## config.mk

```make
export PLATFORM = sky130hd
export DESIGN_NAME = time_preset_loader
export DESIGN_NICKNAME = d
export VERILOG_FILES = /design/src/rtl/time_preset_loader.sv
export SDC_FILE = /design/constraint.sdc
export NUM_CORES = 1
export LEC_CHECK = 0
export BUFFER_PORTS_ARGS = -buffer_cell sky130_fd_sc_hd__buf_2
export CELL_PAD_IN_SITES_DETAIL_PLACEMENT = 1
export CELL_PAD_IN_SITES_GLOBAL_PLACEMENT = 2
export CORE_MARGIN = 2
export CORE_UTILIZATION = 30
export CTS_BUF_LIST = sky130_fd_sc_hd__clkbuf_8
export CTS_CLUSTER_DIAMETER = 40
export DETAILED_ROUTE_END_ITERATION = 16
export PLACE_DENSITY = 0.88
export SLEW_MARGIN = 40
export SYNTH_ARGS = -nofsm -noshare
export SYNTH_HDL_FRONTEND = slang
export SYNTH_SLANG_ARGS = --single-unit
```

## constraint.sdc

```tcl
create_clock -name CLK -period 1.9 [get_ports CLK]
set_clock_uncertainty 0.1 [all_clocks]
set_input_delay 0.095 -clock CLK [delete_from_list [all_inputs] [get_ports CLK]]
set_output_delay 0.095 -clock CLK [all_outputs]
set_load 0.01 [all_outputs]
```

## src/rtl/time_preset_loader.sv

```systemverilog
// rtl/time_preset_loader.sv - BCD time preset register with one-hot player load sequencer
//
// Holds an editable BCD time preset while the game is stopped and, on a
// load request, strobes the preset into each player's countdown timer in turn.
//
// Optional feature macro: TIME_PRESET_MMSS_EN (mm:ss preset, digits 1 and 3 max 5).
//
// Ports:
//   CLK       clock, rising edge
//   CLR       synchronous active-high reset
//   CE        command-sampling enable
//   STOP      game stopped; editing/loading allowed only when 1
//   IMPULSE   load request, rising-edge qualified on CE cycles
//   SEL_NEXT  advance edit cursor
//   INC       increment digit under cursor
//   DIN_WE    write DIN into edit register
//   DIN       direct preset value (BCD)
//   O_D       preset value, nonzero only during a load strobe
//   O_LOAD    one-hot load strobe, one bit per player
//   O_CURSOR  selected digit index
//   O_PRESET  edit register contents
//   BUSY      load sequence running
module time_preset_loader #(
  parameter int                  DIGITS         = 4,
  parameter int                  PLAYERS        = 2,
  parameter logic [4*DIGITS-1:0] DEFAULT_PRESET = 16'h0500,
  localparam int                 CW             = (DIGITS > 1) ? $clog2(DIGITS) : 1
) (
  input  logic                  CLK,
  input  logic                  CLR,
  input  logic                  CE,
  input  logic                  STOP,
  input  logic                  IMPULSE,
  input  logic                  SEL_NEXT,
  input  logic                  INC,
  input  logic                  DIN_WE,
  input  logic [4*DIGITS-1:0]   DIN,
  output logic [4*DIGITS-1:0]   O_D,
  output logic [PLAYERS-1:0]    O_LOAD,
  output logic [CW-1:0]         O_CURSOR,
  output logic [4*DIGITS-1:0]   O_PRESET,
  output logic                  BUSY
);

`ifdef TIME_PRESET_MMSS_EN
  localparam bit MMSS = 1'b1;
`else
  localparam bit MMSS = 1'b0;
`endif

  localparam int CHW = (PLAYERS > 1) ? $clog2(PLAYERS) : 1;

  typedef enum logic {IDLE, LOAD} state_t;

  state_t                state;
  logic [CHW-1:0]        ch;
  logic [4*DIGITS-1:0]   preset;
  logic [CW-1:0]         cursor;
  logic                  imp_prev;
  logic [4*DIGITS-1:0]   inc_preset;
  logic [4*DIGITS-1:0]   din_clamped;

  // In mm:ss mode the tens-of-seconds and tens-of-minutes digits stop at 5.
  function automatic logic [3:0] digit_max(input int i);
    return (MMSS && (i == 1 || i == 3)) ? 4'd5 : 4'd9;
  endfunction

  function automatic logic [4*DIGITS-1:0] clamp_digits(input logic [4*DIGITS-1:0] v);
    logic [4*DIGITS-1:0] r;
    r = v;
    for (int i = 0; i < DIGITS; i++) begin
      if (v[4*i +: 4] > digit_max(i))
        r[4*i +: 4] = digit_max(i);
    end
    return r;
  endfunction

  // Only the digit under the cursor changes; >= guards wrap even if a digit
  // were somehow above its maximum.
  always_comb begin
    inc_preset = preset;
    for (int i = 0; i < DIGITS; i++) begin
      if (CW'(i) == cursor) begin
        inc_preset[4*i +: 4] = (preset[4*i +: 4] >= digit_max(i)) ? 4'd0
                                                                  : preset[4*i +: 4] + 4'd1;
      end
    end
  end

  assign din_clamped = clamp_digits(DIN);

  always_ff @(posedge CLK) begin
    if (CLR) begin
      state    <= IDLE;
      ch       <= '0;
      preset   <= clamp_digits(DEFAULT_PRESET);
      cursor   <= '0;
      imp_prev <= 1'b1;  // an IMPULSE held through reset must not load
      O_LOAD   <= '0;
      O_D      <= '0;
      BUSY     <= 1'b0;
    end else begin
      // Previous-sample flag tracks every CE cycle, regardless of STOP or state.
      if (CE)
        imp_prev <= IMPULSE;

      case (state)
        IDLE: begin
          if (CE && STOP) begin
            if (IMPULSE && !imp_prev) begin
              // Channel 0 strobe is issued on the accepting edge itself.
              state  <= LOAD;
              ch     <= '0;
              O_LOAD <= PLAYERS'(1);
              O_D    <= preset;
              BUSY   <= 1'b1;
            end else if (DIN_WE) begin
              preset <= din_clamped;
            end else if (INC) begin
              preset <= inc_preset;
            end else if (SEL_NEXT) begin
              cursor <= (cursor == CW'(DIGITS-1)) ? '0 : cursor + CW'(1);
            end
          end
        end

        LOAD: begin
          // STOP abort ignores CE; remaining channels are skipped.
          if (!STOP || ch == CHW'(PLAYERS-1)) begin
            state  <= IDLE;
            ch     <= '0;
            O_LOAD <= '0;
            O_D    <= '0;
            BUSY   <= 1'b0;
          end else begin
            ch     <= ch + CHW'(1);
            O_LOAD <= PLAYERS'(1) << (ch + CHW'(1));
            O_D    <= preset;
          end
        end

        default: state <= IDLE;
      endcase
    end
  end

  assign O_PRESET = preset;
  assign O_CURSOR = cursor;

endmodule

```

* Word-level counts from Yosys, hierarchy flattened *
Index checks and enable logic that the tools add are counted.

word-level totals
  register bits after elaboration = 40
  bits of input ports = 24

operators by class
  add/subtract/negate cells = 6
  $lt $le $gt $ge = 8
  equality and inequality tests = 7
  shifts and indexed selects = 1
  mux-type cells = 35
  bitwise operators = 4
  reduce and logical (&&, ||, !) cells = 18

operators with widths
  kind                   number
  $mux W16               5
  $mux W4                12
  $pmux W16 S2           1
  $reduce_and A5 Y1      4
  $add A4 B1 Y4 const B  4
  $ge A4 B4 Y1 const B   4
  $gt A4 B4 Y1 const B   4
  $reduce_bool A2 Y1     5
  $mux W1                9
  $mux W2                4
  $pmux W1 S2            3
  $reduce_and A6 Y1      1
  $eq A2 B2 Y1 const A   2
  $ne A2 B2 Y1 const B   2
  $not A1 Y1             4
  $pmux W2 S2            1
  $reduce_and A3 Y1      1
  $add A2 B1 Y2 const B  1
  $eq A1 B2 Y1 const A   1
  $eq A2 B2 Y1 const B   1
  $logic_and A1 B1 Y1    2
  $logic_not A1 Y1       2
  $logic_not A2 Y1       1
  $ne A2 B1 Y1 const B   1
  other kinds (4)        4

* Longest topological paths before layout *
Gate-level depths: netlist (run 1).

  depth in word-level cells = 5
  depth in mapped cells = 6
  gate-level depth less buffers = 6

* Least setup slack after synthesis (run 1) *
OpenSTA, ideal clock, no wires.

  path type = register to register
  start = register preset[9], in the netlist O_PRESET[9]
  end = register preset[8], in the netlist O_PRESET[8]
  data arrival time = 1.531 ns
  required time = 1.730 ns
  path slack = 0.198 ns
  cell stages (with the launch flop) = 7
  period minus slack after synthesis = 1.702 ns
  cell sequence = dfxtp_1 inv_1 ha_1 or3b_1 a21o_1 o211a_1 o21bai_1

on the way
  word-level cells in the longest chain between the ends = 5

ends and longest elaborated chain
  item                      RTL line  text
  start: declaration        57        logic [4*DIGITS-1:0] preset;
  start signal: assignment  96        preset <= clamp_digits(DEFAULT_PRESET);
  start signal: assignment  118       preset <= din_clamped;
  start signal: assignment  120       preset <= inc_preset;
  $ge A4 B4 Y1              84        inc_preset[4*i +: 4] = (preset[4*i +: 4] >= digit_max(i)) ? 4'd0
  $mux W4                   84
  $mux W4                   83        if (CW'(i) == cursor) begin
  $mux W16                  119       end else if (INC) begin
  $mux W16                  117       end else if (DIN_WE) begin

No other way between the ends. The select of a mux whose other input is x is not followed.
A chain may end at the register's enable or synchronous reset.

* Worst setup path in the final report (run 1) *
  start = register preset[9], in the netlist O_PRESET[9]
  end = register preset[11], in the netlist O_PRESET[11]

on the way
  word-level cells in the longest chain between the ends = 5
  elaborated cells on any way between the ends = 6

ends and longest elaborated chain
  item                                                  RTL line
  $add A4 B1 Y4 / $ge A4 B4 Y1 (equally long branches)  85, 84
  $mux W4 (*)                                           84
  $mux W4 (*)                                           83
  $mux W16 (*)                                          119
  $mux W16 (*)                                          117

Every way passes the cells marked *; elsewhere a longest branch is shown, timed or not. The select of a mux whose other input is x is not followed.

==> results of run 1 <==
## placed cells by master (no fill, tap or decap), types with 2 or more instances in the layout
master,n
nor3_2,3
a31oi_1,2
a21oi_1,8
dfxtp_2,2
a22o_2,16
a211oi_1,11
o32ai_1,2
nor2_1,19
xnor2_1,4
nand2b_1,6
nand3_1,4
o21ai_0,8
mux2i_1,2
a311oi_1,3
o22ai_1,2
ha_1,16
o21a_1,2
buf_2,60
o31a_1,2
inv_1,20
nand3b_1,2
buf_4,4
a32oi_1,4
dfxtp_1,37
a22oi_1,4
nand2_1,5
clkbuf_8,7
or2_2,4
## timing repair
action / in CTS / in global routing
endpoints found under the setup margin: 0 / 4
endpoints found under the hold margin: 1 / 0
hold buffers: 1 / 0
resized for setup: 0 / 5
## power by group
part | switching [mW] | total [mW] | leakage (nW) | internal (mW)
logic | 0.143 | 0.252 | 0.786 | 0.109
registers | 0.0328 | 0.873 | 0.317 | 0.840
clock network | 0.277 | 0.603 | 0.0557 | 0.326
## final cells by class
cell class	instances	area (um^2)	area share
Clock inverter	1	3.75	0.00143
Multi-Input combinational cell	152	1210	0.461
Clock buffer	7	96.3	0.0367
Timing Repair Buffer	65	340	0.130
Tap cell	96	120	0.0457
Inverter	19	71.3	0.0272
Sequential cell	39	783	0.298
## worst paths after layout
| kind | startpoint | to | slack [ps] |
|---|---|---|---|
| worst max-delay path | O_PRESET[9]$_SDFFE_PP0P_ | O_PRESET[11]$_SDFFE_PP0P_ | 160 |
| worst min-delay path | CE | imp_prev$_SDFFE_PP1P_ | 20 |
| worst max register to register | O_PRESET[9]$_SDFFE_PP0P_ | O_PRESET[11]$_SDFFE_PP0P_ | 160 |
| worst min register to register | BUSY$_SDFFE_PP0P_ | BUSY$_SDFFE_PP0P_ | 360 |
## synth_stat cells (3+ instances only)
cell      number
dfxtp_1       39
inv_1         19
a211oi_1      11
nor3_2         3
a311oi_1       3
a22o_2        16
a21oi_1        8
nor2_1        19
o22ai_1        3
or2_2          4
ha_1          16
nand2b_1       6
buf_6          3
nand2_1        5
a22oi_1        4
xnor2_1        4
o21ai_0        8
clkbuf_1       3
nand3_1        4
a32oi_1        4
## sequential cells by signal, summed over array words and instances, names as in the netlist
register,count
O_LOAD,2
O_CURSOR,2
O_D,16
state,1
O_PRESET,16
BUSY,1
imp_prev,1
## cells by family (layout without fill, tap and decap cells)
| kind of cell | Yosys count | after routing | synth area share |
|---|---|---|---|
| AOI/OAI and AO/OA | 74 | 74 | 0.276 |
| xor gates and xnor gates | 4 | 4 | 0.0166 |
| adders and majority gates | 16 | 16 | 0.0950 |
| buffers and inverters | 28 | 92 | 0.0635 |
| DFF | 39 | 39 | 0.371 |
| muxes | 2 | 2 | 0.00950 |
| and+or+nand+nor | 56 | 56 | 0.169 |
## worst max-delay path, stage by stage, from the launching register on
cell	delay (ps)
dfxtp_2	380
inv_1	70
ha_1	180
or3b_1	370
a21oi_1	210
a22oi_1	100
a211oi_1	240
## metal layers
metal | track usage | vias up | routed length (um)
li1 | - | 929 | -
met1 | 0.180 | 919 | 2510
met2 | 0.236 | 37 | 2540
met3 | 0.0396 | 4 | 246
met4 | 0.0378 | 0 | 55
met5 | 0 | - | 0
## stage by stage
step	hold slack, ps	area [um^2]	power (mW)
after floorplan	113	2110	1.04
after global placement	241	2490	1.13
after detailed placement	256	2500	1.14
after CTS	12.7	2610	1.75
after global routing	10.8	2630	1.83
final	16.2	2630	1.73
==> metrics.cfg, run 1 <==
[die]
dieArea_mm2 = 0.00771
fp.dieW_um = 87.8
core_area_mm2 = 0.00679
initial_core_util = 0.310
die_y_um = 87.8
rows = 30
io_pins = 61

[drt]
num_vias = 1889
totalWireLength_um = 5350
drc = 0
routedWlPerCell_um = 14.1
drt_iter0_drc = 46
ant_nets = 0
drtPass1Iterations = 4
viasPerCell = 4.98

[cts]
cts_made_buffers = 5
cts.sinks = 39
post_cts_buffers = 0
cts_tree = built
htree_levels = 2
cts_buffer_depth = 2
cts_root_buf = clkbuf_8
clk_latency_ps = 290
clk_pin_slew_worst_paths_ps = 70

[synth]
synthArstFlopShare = 0
ys.flop_type = dfxtp_1
synthTopCellsByArea = dfxtp_1 (37%), ha_1 (9.5%), a22o_2 (7.6%), a211oi_1 (3.9%), inv_1 (3.4%)
synth_edf_count = 0
synth.distinct_cells = 50
synthCells = 219
yosysTopAreaCell = dfxtp_1
syn_nets = 259
yosysTopAreaCellShare = 0.371
ys_ff_latch = 39
synthesis.area_mm2 = 0.00211
yosysSeqAreaShare = 0.371
syn_area_per_cell_um2 = 9.62
ys_warn_count = 0

[setup_path]
crit_fanout = 6
startpoint_type = flip-flop
arrival_ps = 1840
r2r.worst_path.cells = 6
critPathRequiredTime_ps = 2000
end_kind = flip-flop
path_class = reg2reg

[global_route]
grt_pass1_vias = 1800
grt_overflow_total = 0
antenna_found_initial = 0
grt_max_degree = 26
grt_util_all_layers = 0.142
grt_pass1_wl_um = 8600

[layout]
final_core_util = 0.387
layout-drive-gt1-share = 0.375
antenna_cells = 0
fin_cells = 379
fillers = 822
fin_nets = 322
area_growth_pct = 24.6

[sta]
setup_viol_count_final = 0
period_share = 0.916
finalWorstSetupSlack_ps = 159
setup_tns_ps = 0
drv_slew = 0
rsz0062_at_grt = no
worst_pin_slew_ps = 744
finalHoldViolCount = 0
fmax_mhz = 574
max-slew-margin-rel = 0.504
min_period_ps = 1740

[status]
status = finished, final reports clean

[pwr]
irDropWorstVdd_v = 0.000236
power_density_mw_per_mm2 = 658
static-leakage-power_nw = 1.16

[placement]
io_buffer_count = 60
post-place-ws_ps = 104
gp_congestion = 0.755
dp_hpwl_um = 4040
place_inst = 370

[min_path]
hold_depth = 2
hold_path.class = in2reg

[job]
drv_cap = 0

Power figures use the tool's default switching activity.
==> run 2: changes to the inputs <==
- ABC_CLOCK_PERIOD_IN_PS: default -> 1900
- REMOVE_ABC_BUFFERS: default -> 1
==> run 2 against run 1 <==
Setup slack gained 9.0 ps. Sequential share of layout area is essentially flat. Clock power shrank 1%. Non-clock buffer count grew 1. Final cell count grew 0.26%. Critical path type unchanged. Critical endpoint is now O_PRESET[9]$_SDFFE_PP0P_.
==> metrics.cfg, run 2 (same netlist as run 1, synthesis figures left out) <==
[job]
drv_cap = 0

[sta]
min_period_ps = 1730
worst_pin_slew_ps = 724
whs_ps = 11.0
setup_tns_ps = 0
rsz0062_at_grt = no
drv_slew = 0
setup_viol_count_final = 0
period_share = 0.912
fmax_mhz = 577
finalHoldViolCount = 0
max-slew-margin-rel = 0.517

[die]
initial_core_util = 0.310
fp.dieW_um = 87.8
core_area_mm2 = 0.00679
rows = 30
dieArea_mm2 = 0.00771
die_y_um = 87.8
io_pins = 61

[setup_path]
arrival_ps = 1830
path_class = reg2reg
end_kind = flip-flop
startpoint_type = flip-flop
cp_cell_sequence = inv_1 > ha_1 > or3b_1 > a21oi_1 > a32oi_1 > a211oi_1
critPathRequiredTime_ps = 1990
slowest_delay_ps = 390
crit_fanout = 6
crit_slowest_cell = dfxtp_2

[placement]
io_buffer_count = 60
gp_congestion = 0.768
dp_hpwl_um = 4110
dpl-instance-area_mm2 = 0.00251

[global_route]
antenna_found_initial = 0
grt_util_all_layers = 0.140
grt_overflow_total = 0
grt_max_degree = 25
grt_pass1_wl_um = 8440
grt_pass1_vias = 1808

[cts]
htree_levels = 2
cts_buffer_depth = 2
clk_pin_slew_worst_paths_ps = 70
cts_tree = built
clk_latency_ps = 280
cts_root_buf = clkbuf_8
cts_made_buffers = 5
post_cts_buffers = 0
cts.sinks = 39

[drt]
ant_nets = 0
viasPerCell = 4.96
drtPass1Iterations = 4
num_vias = 1885
routedWlPerCell_um = 14.0
drt_iter0_drc = 61
drc = 0
totalWireLength_um = 5340

[layout]
layout_commonest_cell = buf_2
area_growth_pct = 24.7
final_core_util = 0.387
fin_nets = 323
layout-drive-gt1-share = 0.373
most-common-layout-cells = buf_2 (60), dfxtp_1 (37), inv_1 (20)
antenna_cells = 0
final_area_mm2 = 0.00263

[min_path]
hold_path.class = in2reg

[pwr]
static-leakage-power_nw = 1.16
power_mw = 1.72
irDropWorstVdd_v = 0.000214
power_density_mw_per_mm2 = 654

[status]
status = finished, final reports clean

==> run 2: worst paths after layout <==
path                            depth (start not counted)  slack [ps]                     start                        to
worst max register to register                          6         170  O_PRESET[9]$_SDFFE_PP0P_  O_PRESET[9]$_SDFFE_PP0P_
worst max-delay path                                    6         170  O_PRESET[9]$_SDFFE_PP0P_  O_PRESET[9]$_SDFFE_PP0P_
worst min-delay path                                    2          10                        CE     imp_prev$_SDFFE_PP1P_
worst min register to register                          2         350         BUSY$_SDFFE_PP0P_         BUSY$_SDFFE_PP0P_
==> run 2: what timing repair did <==
| action | in CTS | in global routing |
|---|---|---|
| hold buffers | 1 | 0 |
| resized for setup | 0 | 4 |
| setup endpoints to repair | 0 | 3 |
| endpoints found under the hold margin | 1 | 0 |
==> run 2: where the power goes <==
group	leakage, nW	total, mW	switching [mW]	internal, mW
combinational	0.786	0.249	0.141	0.109
sequential	0.317	0.874	0.0339	0.840
clock	0.0557	0.595	0.269	0.326
==> run 2: layout make-up <==
type	count	area (um^2)
inverters	19	71.3
clock buffers	7	96.3
repair buffers	66	348
flip-flops and latches	39	783
clock inverters	1	3.75
multi-input cells	152	1200
well taps	96	120
fillers	806	4170
==> run 2: routing by layer <==
metal	wire (um)	GRT usage	vias up
li1	-	-	931
met4	62	0.0420	0
met1	2510	0.175	906
met3	228	0.0302	6
met5	0	0	-
met2	2540	0.239	42
==> run 2: through the flow <==
| step | setup WS (ps) | cells |
|---|---|---|
| after floorplan | 198 | 210 |
| after global placement | 114 | 371 |
| after detailed placement | 94.3 | 371 |
| after CTS | 72.5 | 380 |
| after global routing | 77.6 | 380 |
| final | 168 | 380 |
==> run 2: worst max-delay path, delay by kind of cell (launching register included) <==
| kind | cells | cell delay, ps |
|---|---|---|
| fa+ha+maj | 1 | 180 |
| flops | 1 | 390 |
| compound gates | 3 | 520 |
| buf+inv | 1 | 80 |
| simple gates | 1 | 360 |
==> run 3: changes to the inputs <==
- CORE_UTILIZATION: 30 -> 32
- PLACE_DENSITY: 0.88 -> 0.93
==> run 3 against run 2 <==
Routed wire length increased by 4.2%. Non-clock buffer count unchanged. Worst hold slack improved by 58 ps. Combinational power about the same. First-iteration DRC count decreased by 41%. Utilization increased by 2.6 points. Fmax decreased by 0.13%. Sequential cell count unchanged. Via count about the same. Sequential share of layout area increased by 0.071 points. Die area decreased by 6.0%. Clock-buffer cell count decreased by 1.
==> metrics.cfg, run 3 (same netlist as run 1, synthesis figures left out) <==
[status]
status = finished, final reports clean

[sta]
setup_tns_ps = 0
min_period_ps = 1730
finalWorstSetupSlack_ps = 166
drv_slew = 0
finalHoldViolCount = 0
setup_viol_count_final = 0
worst_pin_slew_ps = 713
max-slew-margin-rel = 0.524
fmax_mhz = 577
rsz0062_at_grt = no
period_share = 0.913

[pwr]
p_sw_frac = 0.262
p_int_mw = 1.38
seqPwrFrac = 0.466
pwr-share-clk = 0.399
irDropWorstVdd_v = 0.000289
power_density_mw_per_mm2 = 714
static-leakage-power_nw = 1.16
switchingPower_uw = 491
power_frac_comb = 0.134

[cts]
cts_made_buffers = 5
cts_tree = built
cts_root_buf = clkbuf_8
clk_latency_ps = 290
clk_pin_slew_worst_paths_ps = 80
htree_levels = 2
cts_buffer_depth = 2
post_cts_buffers = 0
cts.sinks = 39

[setup_path]
end_kind = flip-flop
r2r.worst_path.cells = 6
arrival_ps = 1840
critPathRequiredTime_ps = 2000
crit_fanout = 8
path_class = reg2reg
startpoint_type = flip-flop

[layout]
layout_commonest_cell = buf_2
most-common-layout-cells = buf_2 (60), dfxtp_1 (37), inv_1 (19), nor2_1 (19)
fin_nets = 323
final_core_util = 0.413
area_growth_pct = 24.4
layout-drive-gt1-share = 0.370
antenna_cells = 0

[drt]
num_vias = 1884
totalWireLength_um = 5560
viasPerCell = 5.22
drt_iter0_drc = 36
routedWlPerCell_um = 15.4
drtPass1Iterations = 4
ant_nets = 0
drc = 0

[global_route]
grt_overflow_total = 0
grt_pass1_vias = 1893
grt_pass1_wl_um = 9200
grt_max_degree = 26
use_met2 = 0.266
use_met3 = 0.0379
grtUsageMet1 = 0.197
grt_util_all_layers = 0.156
antenna_found_initial = 0
grt.busiest_layer = met2

[min_path]
hold_depth = 3
hold_path.class = in2reg

[job]
drv_cap = 0

[placement]
io_buffer_count = 60
dp_hpwl_um = 4160
gp_congestion = 0.766
post-place-ws_ps = 122

[die]
rows = 29
fp.dieW_um = 85.1
dieArea_mm2 = 0.00725
core_area_mm2 = 0.00635
io_pins = 61
initial_core_util = 0.332
die_y_um = 85.1

==> run 3: changes by cell type in the layout (fill, tap and decap cells not counted), sizes merged <==
cell / delta
buf: -1
bufinv: +1
clkbuf: -1
dlygate4sd3: +1
==> run 3: stage by stage <==
stage | cell area [um^2] | power (mW) | hold slack (ps) | std cells
4_1_cts | 2620 | 1.89 | 63.3 | 361
5_1_grt | 2620 | 1.96 | 115 | 361
3_3_place_gp | 2470 | 1.13 | 242 | 351
3_5_place_dp | 2480 | 1.14 | 252 | 351
2_1_floorplan | 2040 | 1.02 | 64.1 | 210
6_report | 2620 | 1.87 | 69.0 | 361
==> run 3: worst paths after layout <==
path	from	to	slack, ps
max reg2reg	O_PRESET[8]$_SDFFE_PP1P_	O_PRESET[11]$_SDFFE_PP0P_	170
min	DIN[4]	O_PRESET[4]$_SDFFE_PP0P_	70
max	O_PRESET[8]$_SDFFE_PP1P_	O_PRESET[11]$_SDFFE_PP0P_	170
min reg2reg	BUSY$_SDFFE_PP0P_	BUSY$_SDFFE_PP0P_	360
==> run 3: repair_timing <==
item                                    CTS  global route
endpoints found under the setup margin    0             4
hold endpoints to repair                  1             0
gates resized for setup                   0             2
hold buffers                              2             0
==> run 3: layout make-up <==
class | count | area (um^2)
fill | 767 | 3730
clock buffer | 6 | 82.6
timing repair buffer | 66 | 350
clock inverter | 2 | 38.8
multi-input combinational | 152 | 1200
sequential | 39 | 783
tap | 77 | 96.3
inverter | 19 | 71.3
==> run 3: critical path, cell delays in order (launching register included) <==
cell,delay [ps]
dfxtp_1,400
inv_1,90
ha_1,160
or3b_1,370
a21oi_1,210
a22oi_1,90
a211oi_1,230
==> run 3: power groups by stage <==
stage               Combinational (mW)  Sequential, mW  Clock (mW)
finish                           0.251           0.873       0.748
global route                     0.282           0.879       0.798
CTS                              0.254           0.873       0.760
detailed placement               0.249           0.893           0
global placement                 0.241           0.891           0
floorplan                        0.130           0.894           0
==> run 3: routing by layer <==
layer,vias up,share of wire
met5,-,0
met4,0,0.0070
met3,5,0.045
met2,42,0.49
met1,907,0.46
li1,930,-
